<file path="src/rtl/serial_load_sequencer.sv">
// Parallel-to-serial load sequencer: shifts a WIDTH-bit word out LSB-first,
// one bit slot every DIV clocks, with a one-clock en_out strobe per bit.
module serial_load_sequencer #(
  parameter int WIDTH = 8,
  parameter int DIV   = 4
) (
  input  logic             clk,
  input  logic             reset_al_in,
  input  logic [WIDTH-1:0] data_in,
  input  logic             valid_in,
  input  logic             abort_in,
  output logic             ready_out,
  output logic             d_out,
  output logic             en_out,
  output logic             busy_out,
  output logic             done_out
);

  localparam int DW = (DIV > 1) ? $clog2(DIV) : 1;
  localparam int BW = $clog2(WIDTH + 1);
  localparam logic [DW-1:0] DIV_LAST = DW'(DIV - 1);
  localparam logic [BW-1:0] BIT_LAST = BW'(WIDTH - 1);

  typedef enum logic [1:0] {IDLE, SHIFT, DONE} state_t;

  state_t           state, state_nxt;
  logic [WIDTH-1:0] sh;
  logic [BW-1:0]    bcnt;
  logic [DW-1:0]    dcnt;

  always_ff @(posedge clk or negedge reset_al_in) begin
    if (!reset_al_in) state <= IDLE;
    else              state <= state_nxt;
  end

  // Outputs decode registered state only; abort_in just gates the strobe.
  always_comb begin
    state_nxt = state;
    ready_out = 1'b0;
    busy_out  = 1'b0;
    d_out     = 1'b0;
    en_out    = 1'b0;
    done_out  = 1'b0;
    case (state)
      IDLE: begin
        ready_out = 1'b1;
        if (valid_in) state_nxt = SHIFT;
      end
      SHIFT: begin
        busy_out = 1'b1;
        d_out    = sh[0];
        if (abort_in) begin
          state_nxt = IDLE;
        end else if (dcnt == DIV_LAST) begin
          en_out = 1'b1;
          if (bcnt == BIT_LAST) state_nxt = DONE;
        end
      end
      DONE: begin
        done_out  = 1'b1;
        state_nxt = IDLE;
      end
      default: state_nxt = IDLE;
    endcase
  end

  always_ff @(posedge clk or negedge reset_al_in) begin
    if (!reset_al_in) begin
      sh   <= '0;
      bcnt <= '0;
      dcnt <= '0;
    end else begin
      case (state)
        IDLE: if (valid_in) begin
          sh   <= data_in;
          bcnt <= '0;
          dcnt <= '0;
        end
        SHIFT: if (!abort_in) begin
          dcnt <= (dcnt == DIV_LAST) ? '0 : dcnt + DW'(1);
          if (en_out) begin
            sh   <= sh >> 1;
            bcnt <= bcnt + BW'(1);
          end
        end
        default: ;
      endcase
    end
  end

endmodule

</file>
<file path="config.mk">
export PLATFORM = sky130hd
export DESIGN_NAME = serial_load_sequencer
export DESIGN_NICKNAME = d
export VERILOG_FILES = /design/src/rtl/serial_load_sequencer.sv
export SDC_FILE = /design/constraint.sdc
export NUM_CORES = 1
export LEC_CHECK = 0
export ABC_AREA = 1
export ABC_CLOCK_PERIOD_IN_PS = 2050
export CAP_MARGIN = 20
export CORE_MARGIN = 1.5
export CORE_UTILIZATION = 43
export CTS_CLUSTER_SIZE = 14
export DETAILED_ROUTE_END_ITERATION = 7
export DONT_BUFFER_PORTS = 1
export SYNTH_ARGS = -nofsm -noshare
export SYNTH_HDL_FRONTEND = slang
export SYNTH_SLANG_ARGS = --single-unit
</file>
<file path="constraint.sdc">
create_clock -name clk -period 2.05 [get_ports clk]
set_input_delay 0.5125 -clock clk [delete_from_list [all_inputs] [get_ports clk]]
set_output_delay 0.5125 -clock clk [all_outputs]
set_load 0.01 [all_outputs]
</file>
==> metrics <==
status=completed; fin nets=145; Max-Slew Margin vs Limit=49.3%; Crit-path slowest cell=dfrtp_1; reg2reg setup slack=0.64 ns; RePlAce Congestion=0.830; synthesized area=936 µm²; Buf/Inv on CP=2; CORE AREA=0.00200 mm²; achievable frequency=566 MHz; most frequent cell after synthesis=nand2_1; CTS Buffer Depth=2; Vias/cell=4.81; synth top area cells=dfrtp_1, nand2_1, nand3_1; Initial Util=46.8%; Die Y=roughly 50 µm; top cells by count, synth=nand2_1, dfrtp_1, nor2_1, nand3_1, inv_1; hold path depth=2; All-Layer GR Usage=17.3%; top_reg_cell synth=dfrtp_1; io pins=17; CP startpoint kind=flip-flop; full die area=about 0.0025 mm²; Slew Limit Fails=0; Initial DRT Pass Iterations=4; CP Capture Type=primary output; FF-to-FF Start=dcnt[0]; clock slew at reported path FFs=roughly 0.090 ns; CTS Buf Count=3; Worst Hold Class=in2reg; first-pass GRT wire length=3.23 mm; PostCTS Resize Cnt=0; Worst Hold Path EP=state[0]; antenna-violating nets left=0; CTS tree=done; Hold Crit Start=valid_in; EDFF count, synth=0; area leader, netlist=dfrtp_1; Crit. Startpoint=dcnt[0]; setup TNS=0 ns; CP max FO=3; Synth Register Bits=16; Die X=49.7 µm; R2R Path End=sh[6]; final worst path period need=1.77 ns; via count=750; RSZ-0062 raised after global routing=false; fin cells=156; initial antenna violation count=0; worst vdd ir=0.000508 V; htree depth=1; layout cells sized above 1=13.2%; Syn Nets=approximately 140; FFs w/ async S/R, synth=100%; synthesized area per cell=7.31 µm²; Yosys warnings=0; power density over the cells=approximately 1300 mW/mm²; port bufs=0; Pleak=0.546 nW; diode count=0; clock skew=0.00272 ns; WP data required=1.54 ns; Critical Path Max Stage Delay=0.38 ns; largest net degree at the start of global routing=17; DPL Wire Length=~1.3 mm; Detailed Route Iter0 Violations=19; Synth top area share=42.8%; Worst Tran Pin Value=about 0.76 ns; final hold vios=0; vias in the first global route=707; Mapped Cells=128; cell count of the worst reg-to-reg path=8; CTS sink count=16; Wirelength per Cell=11.8 µm; # rows=16; Seq/Total Area, Yosys=between 40 and 50%; WP data arrival=~1.3 ns; area grow syn2layout=3.74%; fraction of the cycle the final worst path needs=between 80% and 90%; Max-cap violations=0; Worst-Skew Late Latency=0.28 ns; Final setup viols=0; cells along the critical path=ha_1 > inv_1 > nor2_1 > nand2_4 > inv_1; routed wire length=roughly 1.8 mm; DP Cell Count=152; total grt overflow=0; crit path kind=reg2out; most used cell, CP=inv_1; critical path's top delay family=flip-flops; Root Buffer=clkbuf_4; Yosys cell types=18; Post-route DRC=0
==> per-layer routing <==
metal	wire length, µm	track usage [%]	share of wire (%)	up-vias
met1	902	23.3	49	341
met4	0	6.94	0	0
met3	80	3.64	4.4	0
met5	0	0	0	-
li1	-	-	-	394
met2	851	27.1	46	15
==> worst max path at each step <==
| stage | endpoint | slack (ns) | cells after the start |
|---|---|---|---|
| global route | en_out | 0.16 | 5 |
| floorplan | en_out | 0.65 | 5 |
| CTS | en_out | 0.27 | 5 |
| detailed placement | en_out | 0.59 | 5 |
| global placement | en_out | 0.62 | 5 |
| finish | en_out | 0.28 | 5 |
==> area by class of cell <==
class,instances,area (µm²)
clock buffer,3,22.5
fill,213,1030
inverter,9,33.8
multi-input combinational,98,455
sequential,16,400
tap,27,33.8
timing repair buffer,3,25.0
==> through the flow <==
stage	setup WS, ns	hold WS (ns)	utilization, %	instance area, µm²	total power [mW]
after floorplan	0.650	0.217	-	936	1.00
after global placement	0.615	0.217	46.9	938	1.05
after detailed placement	0.586	0.217	46.9	938	1.07
after CTS	0.266	0.403	48.5	971	1.25
after global routing	0.161	0.443	48.5	971	1.37
final	0.284	0.413	48.5	971	1.23
==> what timing repair did <==
action,4_1_cts,5_1_grt
hold buffers,1,0
hold endpoints to repair,16,0
setup buffers,0,0
==> placed cells by master (no fill, tap or decap), types with 3 or more instances in the layout <==
cell,count
nand2_1,57
inv_1,5
dfrtp_1,16
nor2_1,12
clkbuf_4,3
nand2_2,3
inv_2,4
nand2_4,3
o21ai_0,4
nand3_1,11
==> worst reg2reg max path, stage by stage (launching register included) <==
cell     delay, ns
dfrtp_1       0.38
ha_1          0.19
inv_1         0.05
nor2_1        0.16
nand2_4       0.09
nand2_4       0.16
nand2_4       0.15
nand2_1       0.10
nand2_1       0.05
==> sequential cells by signal (all words and copies together), names as in the netlist <==
| name | count |
|---|---|
| bcnt | 4 |
| sh | 8 |
| state | 2 |
| dcnt | 2 |
==> where the power goes <==
| part | switching (mW) | total [mW] | internal (mW) |
|---|---|---|---|
| clock | 0.0977 | 0.166 | 0.0682 |
| sequential | 0.0822 | 0.514 | 0.432 |
| combinational | 0.368 | 0.554 | 0.186 |
| total | 0.548 | 1.23 | 0.686 |
==> cells by family after synthesis <==
group | share of synthesized area, %
compound gates | 2.67
fa+ha+maj | 2.67
buf+inv | 8.56
flops | 42.8
simple gates | 43.3
(Power assumes the default switching activity.)
